`config.mk`:
```
export PLATFORM = sky130hd
export DESIGN_NAME = regfile_sb_flat
export DESIGN_NICKNAME = d
export VERILOG_FILES = /design/src/rtl/regfile_sb_if.sv /design/src/rtl/regfile_sb.sv /design/src/flat_wrapper.sv
export SDC_FILE = /design/constraint.sdc
export NUM_CORES = 2
export LEC_CHECK = 0
export BUFFER_PORTS_ARGS = -buffer_cell sky130_fd_sc_hd__buf_2
export CAP_MARGIN = 0
export CELL_PAD_IN_SITES_DETAIL_PLACEMENT = 1
export CELL_PAD_IN_SITES_GLOBAL_PLACEMENT = 1
export CORE_MARGIN = 1
export CORE_UTILIZATION = 25
export DETAILED_ROUTE_END_ITERATION = 6
export PLACE_DENSITY_LB_ADDON = 0.1
export SYNTH_ARGS = -nofsm -noshare
export SYNTH_HDL_FRONTEND = slang
export SYNTH_SLANG_ARGS = --single-unit
```
`constraint.sdc`:
```
create_clock -name clk -period 2.9 [get_ports clk]
set_input_delay 0.29 -clock clk [delete_from_list [all_inputs] [get_ports clk]]
set_output_delay 0.29 -clock clk [all_outputs]
set_load 0.02 [all_outputs]
```
`src/rtl/regfile_sb_if.sv`:
```
`default_nettype none
// ============================================================================
// Module   : regfile_sb_if
// Purpose  : Bus bundle for the scoreboarded register file: read ports,
//            two write ports, reserve port, flush and busy status.
// Ports    : master - drives addresses/writes/reserve/flush, sees read data
//                     and busy status.
//            slave  - the register file side of the same signals.
// Revision : 1.0 - initial release
// ============================================================================
interface regfile_sb_if #(
    parameter int XLEN  = 32,
    parameter int NREGS = 32,
    parameter int NRD   = 2
);
    localparam int c_AW = $clog2(NREGS);

    logic [NRD*c_AW-1:0]  rd_addr;
    logic [NRD*XLEN-1:0]  rd_data;
    logic [NRD-1:0]       rd_busy;
    logic                 wa_en;
    logic [c_AW-1:0]      wa_addr;
    logic [XLEN-1:0]      wa_data;
    logic                 wb_en;
    logic [c_AW-1:0]      wb_addr;
    logic [XLEN-1:0]      wb_data;
    logic                 rsv_en;
    logic [c_AW-1:0]      rsv_addr;
    logic                 flush;
    logic                 any_busy;

    modport master (
        output rd_addr, wa_en, wa_addr, wa_data, wb_en, wb_addr, wb_data,
               rsv_en, rsv_addr, flush,
        input  rd_data, rd_busy, any_busy
    );

    modport slave (
        input  rd_addr, wa_en, wa_addr, wa_data, wb_en, wb_addr, wb_data,
               rsv_en, rsv_addr, flush,
        output rd_data, rd_busy, any_busy
    );
endinterface
`default_nettype wire

```
`src/rtl/regfile_sb.sv`:
```
`default_nettype none
// ============================================================================
// Module   : regfile_sb
// Purpose  : NREGS x XLEN register file with one busy (scoreboard) bit per
//            register, NRD combinational read ports with write bypass, two
//            write ports (B wins on address conflict), a reserve port and a
//            synchronous flush of all busy bits. Register 0 is hard zero.
// Ports    : clk   - clock, all state changes on the rising edge
//            rst_n - asynchronous active-low reset of data and busy bits
//            bus   - regfile_sb_if.slave (reads, writes, reserve, flush,
//                    rd_busy, any_busy)
// Revision : 1.0 - initial release
// ============================================================================
module regfile_sb #(
    parameter int XLEN  = 32,
    parameter int NREGS = 32,
    parameter int NRD   = 2
) (
    input  wire logic     clk,
    input  wire logic     rst_n,
    regfile_sb_if.slave   bus
);
    localparam int c_AW = $clog2(NREGS);

    // Flattened view of storage; entry 0 is a constant zero.
    logic [XLEN-1:0]  w_rf [NREGS];
    logic [NREGS-1:0] w_busy;

    // ------------------------------------------------------------------
    // Storage: one data register and one busy flop per non-zero address
    // ------------------------------------------------------------------
    for (genvar i = 0; i < NREGS; i++) begin : g_reg
        if (i == 0) begin : g_zero
            assign w_rf[i]   = '0;
            assign w_busy[i] = 1'b0;
        end else begin : g_live
            logic [XLEN-1:0] r_q;
            logic            r_b;
            logic            w_wa_hit;
            logic            w_wb_hit;
            logic            w_rsv_hit;

            assign w_wa_hit  = bus.wa_en && (bus.wa_addr == c_AW'(i));
            assign w_wb_hit  = bus.wb_en && (bus.wb_addr == c_AW'(i));
            // A reserve arriving together with flush is discarded.
            assign w_rsv_hit = bus.rsv_en && !bus.flush &&
                               (bus.rsv_addr == c_AW'(i));

            always_ff @(posedge clk or negedge rst_n) begin
                if (!rst_n) begin
                    r_q <= '0;
                    r_b <= 1'b0;
                end else begin
                    if (w_wb_hit) begin
                        r_q <= bus.wb_data;
                    end else if (w_wa_hit) begin
                        r_q <= bus.wa_data;
                    end
                    // A new producer reserving in the same cycle as the old
                    // producer's write keeps the register busy.
                    if (w_rsv_hit) begin
                        r_b <= 1'b1;
                    end else if (bus.flush || w_wa_hit || w_wb_hit) begin
                        r_b <= 1'b0;
                    end
                end
            end

            assign w_rf[i]   = r_q;
            assign w_busy[i] = r_b;
        end
    end

    // ------------------------------------------------------------------
    // Read ports with same-cycle write bypass
    // ------------------------------------------------------------------
    for (genvar k = 0; k < NRD; k++) begin : g_rd
        logic [c_AW-1:0] w_a;
        logic            w_nz;
        logic            w_wa_hit;
        logic            w_wb_hit;
        logic            w_rsv_hit;
        logic [XLEN-1:0] w_d;

        assign w_a       = bus.rd_addr[k*c_AW +: c_AW];
        assign w_nz      = |w_a;
        assign w_wa_hit  = w_nz && bus.wa_en && (bus.wa_addr == w_a);
        assign w_wb_hit  = w_nz && bus.wb_en && (bus.wb_addr == w_a);
        assign w_rsv_hit = bus.rsv_en && (bus.rsv_addr == w_a);

        always_comb begin
            w_d = w_rf[w_a];
            if (w_wb_hit) begin
                w_d = bus.wb_data;
            end else if (w_wa_hit) begin
                w_d = bus.wa_data;
            end
            // Writes presented while reset is held must not leak through
            // the bypass path.
            if (!rst_n) begin
                w_d = '0;
            end
        end

        assign bus.rd_data[k*XLEN +: XLEN] = w_d;
        // The in-flight write retires the producer unless a new producer
        // reserves the same register in this cycle.
        assign bus.rd_busy[k] = rst_n && w_nz && w_busy[w_a] &&
                                !((w_wa_hit || w_wb_hit) && !w_rsv_hit);
    end

    assign bus.any_busy = |w_busy;

endmodule
`default_nettype wire

```
`src/flat_wrapper.sv`:
```
// flat-port wrapper written by rule: the top's interface ports become plain ports
module regfile_sb_flat 
#(
    parameter int XLEN  = 32,
    parameter int NREGS = 32,
    parameter int NRD   = 2
)
  (clk, rst_n, bus_rd_addr, bus_wa_en, bus_wa_addr, bus_wa_data, bus_wb_en, bus_wb_addr, bus_wb_data, bus_rsv_en, bus_rsv_addr, bus_flush, bus_rd_data, bus_rd_busy, bus_any_busy);
  regfile_sb_if #(.XLEN(XLEN), .NREGS(NREGS), .NRD(NRD)) bus_i ();
  input  wire logic clk;
  input  wire logic rst_n;
  input wire logic [$bits(bus_i.rd_addr)-1:0] bus_rd_addr;
  input wire logic [$bits(bus_i.wa_en)-1:0] bus_wa_en;
  input wire logic [$bits(bus_i.wa_addr)-1:0] bus_wa_addr;
  input wire logic [$bits(bus_i.wa_data)-1:0] bus_wa_data;
  input wire logic [$bits(bus_i.wb_en)-1:0] bus_wb_en;
  input wire logic [$bits(bus_i.wb_addr)-1:0] bus_wb_addr;
  input wire logic [$bits(bus_i.wb_data)-1:0] bus_wb_data;
  input wire logic [$bits(bus_i.rsv_en)-1:0] bus_rsv_en;
  input wire logic [$bits(bus_i.rsv_addr)-1:0] bus_rsv_addr;
  input wire logic [$bits(bus_i.flush)-1:0] bus_flush;
  output wire logic [$bits(bus_i.rd_data)-1:0] bus_rd_data;
  output wire logic [$bits(bus_i.rd_busy)-1:0] bus_rd_busy;
  output wire logic [$bits(bus_i.any_busy)-1:0] bus_any_busy;
  assign bus_i.rd_addr = bus_rd_addr;
  assign bus_i.wa_en = bus_wa_en;
  assign bus_i.wa_addr = bus_wa_addr;
  assign bus_i.wa_data = bus_wa_data;
  assign bus_i.wb_en = bus_wb_en;
  assign bus_i.wb_addr = bus_wb_addr;
  assign bus_i.wb_data = bus_wb_data;
  assign bus_i.rsv_en = bus_rsv_en;
  assign bus_i.rsv_addr = bus_rsv_addr;
  assign bus_i.flush = bus_flush;
  assign bus_rd_data = bus_i.rd_data;
  assign bus_rd_busy = bus_i.rd_busy;
  assign bus_any_busy = bus_i.any_busy;
  regfile_sb #(.XLEN(XLEN), .NREGS(NREGS), .NRD(NRD)) u_core (.clk(clk), .rst_n(rst_n), .bus(bus_i));
endmodule
```
==> impl_metrics.tcl <==
set metrics [dict create \
    power_density_nw_per_um2 659.2 \
    yosysMostFrequentCell "mux2i_1" \
    grt-ovfl-total 0 \
    via_count 57570 \
    cts_max_level 4 \
    synth_edf_count 0 \
    cts_sinks 1023 \
    slew_headroom 0.3767 \
    die_height_um 515.5 \
    fmax_mhz 324.4 \
    wl_per_cell_um 36.18 \
    synth_top_cell_area_share 0.3883 \
    min_period_over_period 1.063 \
    min_period_ns 3.082 \
    place.gp.congestion 0.8463 \
    fillers 28780 \
    ant_nets 0 \
    synth_nets 6693 \
    synth.largest_area_cell "dfrtp_1" \
    end_kind "primary output" \
    grt_start_max_net_pins 100 \
    grt_pass1_vias 58950 \
    async_flop_share 1.000 \
    crit_required_ns 2.61 \
    area_growth_pct 25.85 \
    viasPerCell 5.550 \
    initial_utilization 0.2514 \
    setup.worst_path.start_class "register" \
    grt_util_all_layers 0.2806 \
    clockBufferDepth 3 \
    cts_inserted_buffers 142 \
    postRouteWirelength_mm 375.3 \
    cp_max_fo 2 \
    drc 0 \
    avgSynthCellArea_um2 9.993 \
    syn_inst 6598 \
    rows 188 \
    synth_area_um2 65930 \
    placed_area_um2 75520 \
    ys_types 56 \
    io_buffers 161 \
    criticalPathCategory "register to primary output" \
    leakagePower_nw 35.39 \
    ir_drop_mv 0.6565 \
    synth_top_flop_cell "dfrtp_1" \
    synth.yosys.seq_area_share 0.3883 \
    rsz0062_at_grt "yes" \
    cts_tree "yes" \
    hp-class "input pin to register" \
    final_area_um2 82970 \
    setup_ws_ns -0.1822 \
    violations "negative setup slack" \
    worstHoldPathCells 5 \
    core_um2 262300 \
    hold_viol 0 \
    clk_pin_slew_worst_paths_ns 0.06 \
    dr.pass1.iters 5 \
    reg2regPathDepth 4 \
    clock_latency_ns 0.80 \
    die_area_um2 265800 \
    drtIter0Drc 5031 \
    ioPinCount 162 \
    finalSetupViolCount 33 \
    root_buffer "clkbuf_16" \
    arrival_ns 2.79 \
    ys_ff_latch 1023 \
    chipWidth_um 515.5 \
    yosys-top-cells-count "mux2i_1 (1055), dfrtp_1 (1023), nor2_1 (749), a21oi_1 (643), clkbuf_1 (528)" \
    grt_pass1_wl_mm 517.8 \
    drv_cap 0 \
    yosysWarnings 0 \
    fin_nets 6843 \
    yosys-top-cells-area "dfrtp_1 (39%), mux2i_1 (16%), mux4_2 (14%), a21oi_1 (4.9%), nor2_1 (4.3%)" \
    finalMaxSlewViolations 0 \
    antenna_found_initial 18 \
    post-route-util 0.3164 \
    hpwl_mm 241.6 \
    skew_ns 0 \
    outcome "finished, violations left" \
    drive_gt1_frac 0.2737 \
    tightest_slew_ns 0.9350 \
]
-- routing by layer --
layer  wire, um  share of wire  vias up  track usage
met5         13       0.000035        -            0
met3      17230          0.046      499      0.03925
li1           -              -    24420            -
met4      15240          0.041        2       0.1062
met2     177200           0.47     1702       0.4575
met1     165600           0.44    30950       0.3749
-- stage by stage --
step	power [mW]	hold slack [ns]	setup TNS (ns)	setup slack [ns]	std cells
2_1_floorplan	29.00	-0.005591	0	0.3330	6598
3_3_place_gp	34.54	0.3917	-10.56	-1.210	10100
3_5_place_dp	34.99	0.4146	-12.22	-1.207	10100
4_1_cts	54.70	0.009564	-5.633	-0.2740	10350
5_1_grt	57.14	0.06474	-5.098	-0.2507	10370
6_report	54.70	0.05711	-2.455	-0.1822	10370
-- layout make-up --
cell class,count,area [um2],share of cell area
multi-input combinational,4727,39220,0.4727
sequential,1023,25600,0.3086
antenna,2,5.005,0.00006032
clock inverter,34,430.4,0.005187
clock buffer,219,4370,0.05267
inverter,38,142.6,0.001719
timing repair buffer,816,8803,0.1061
tap,3515,4398,0.05301
-- cell families (layout without fill, tap and decap cells) --
kind of cell | count (synthesis) | after routing | share of synthesized area
xor+xnor | 30 | 30 | 0.003985
compound gates | 1537 | 1537 | 0.1348
other cells | 0 | 2 | 0
buf+inv | 848 | 1107 | 0.05460
mux | 1531 | 1531 | 0.3117
flops | 1023 | 1023 | 0.3883
simple gates | 1629 | 1629 | 0.1067
-- where the power goes --
group	total (mW)	internal [mW]	switching, mW
Clock	18.7	11.1	7.55
Sequential	21.2	18.0	3.27
Combinational	14.8	7.45	7.33
Total	54.7	36.5	18.2
-- cells in the final DEF (no fill, tap or decap), drive strengths merged, types with 19 or more instances in the layout --
cell | synthesis | routed
and2 | 20 | 20
nor3 | 40 | 40
nand2 | 527 | 527
mux2 | 65 | 65
nand2b | 43 | 43
mux2i | 1055 | 1055
mux4 | 411 | 411
o21ai | 504 | 504
clkbuf | 528 | 222
a221oi | 65 | 65
nor2b | 46 | 46
or3 | 19 | 19
nand3 | 63 | 63
buf | 282 | 793
o32ai | 33 | 33
o311ai | 45 | 45
inv | 37 | 43
o31ai | 31 | 31
dfrtp | 1023 | 1023
o22ai | 105 | 105
o221ai | 52 | 52
nor2 | 749 | 749
or2 | 56 | 56
a21oi | 644 | 644
-- registers in the layout, indices dropped and copies added, names as in the netlist --
signal / flops
u_core.g.g_live.r_q: 992
u_core.g.g_live.r_b: 31
-- repair_timing --
item,CTS,global route
resized for setup,396,122
cloned,2,0
hold endpoints to repair,346,0
hold buffers,20,0
buffers inserted,21,24
pin swaps,104,61
setup endpoints to repair,67,63
-- worst max-delay path, cell delays in order, from the launching register on --
cell and delay [ns]:
dfrtp_1 0.42, buf_4 0.16, buf_6 0.12, mux4_2 0.46
nand3_2 0.11, o311ai_4 0.14, nor2_1 0.13, buf_4 0.14
o32ai_4 0.09, buf_6 0.19
-- final timing paths --
| kind | start | to | slack (ns) |
|---|---|---|---|
| min in group asynchronous | rst_n | u_core.g_reg[26].g_live.r_q[30] | 0.33 |
| min | bus_wa_data[25] | u_core.g_reg[12].g_live.r_q[25] | 0.06 |
| max reg2reg | u_core.g_reg[12].g_live.r_q[20] | u_core.g_reg[12].g_live.r_q[20] | 1.87 |
| max | u_core.g_reg[12].g_live.r_q[20] | bus_rd_data[52] | -0.18 |
| min reg2reg | u_core.g_reg[18].g_live.r_q[0] | u_core.g_reg[18].g_live.r_q[0] | 0.59 |
| max in group asynchronous | rst_n | u_core.g_reg[12].g_live.r_q[22] | 1.16 |
No activity file was read; power rests on OpenSTA's default activity.
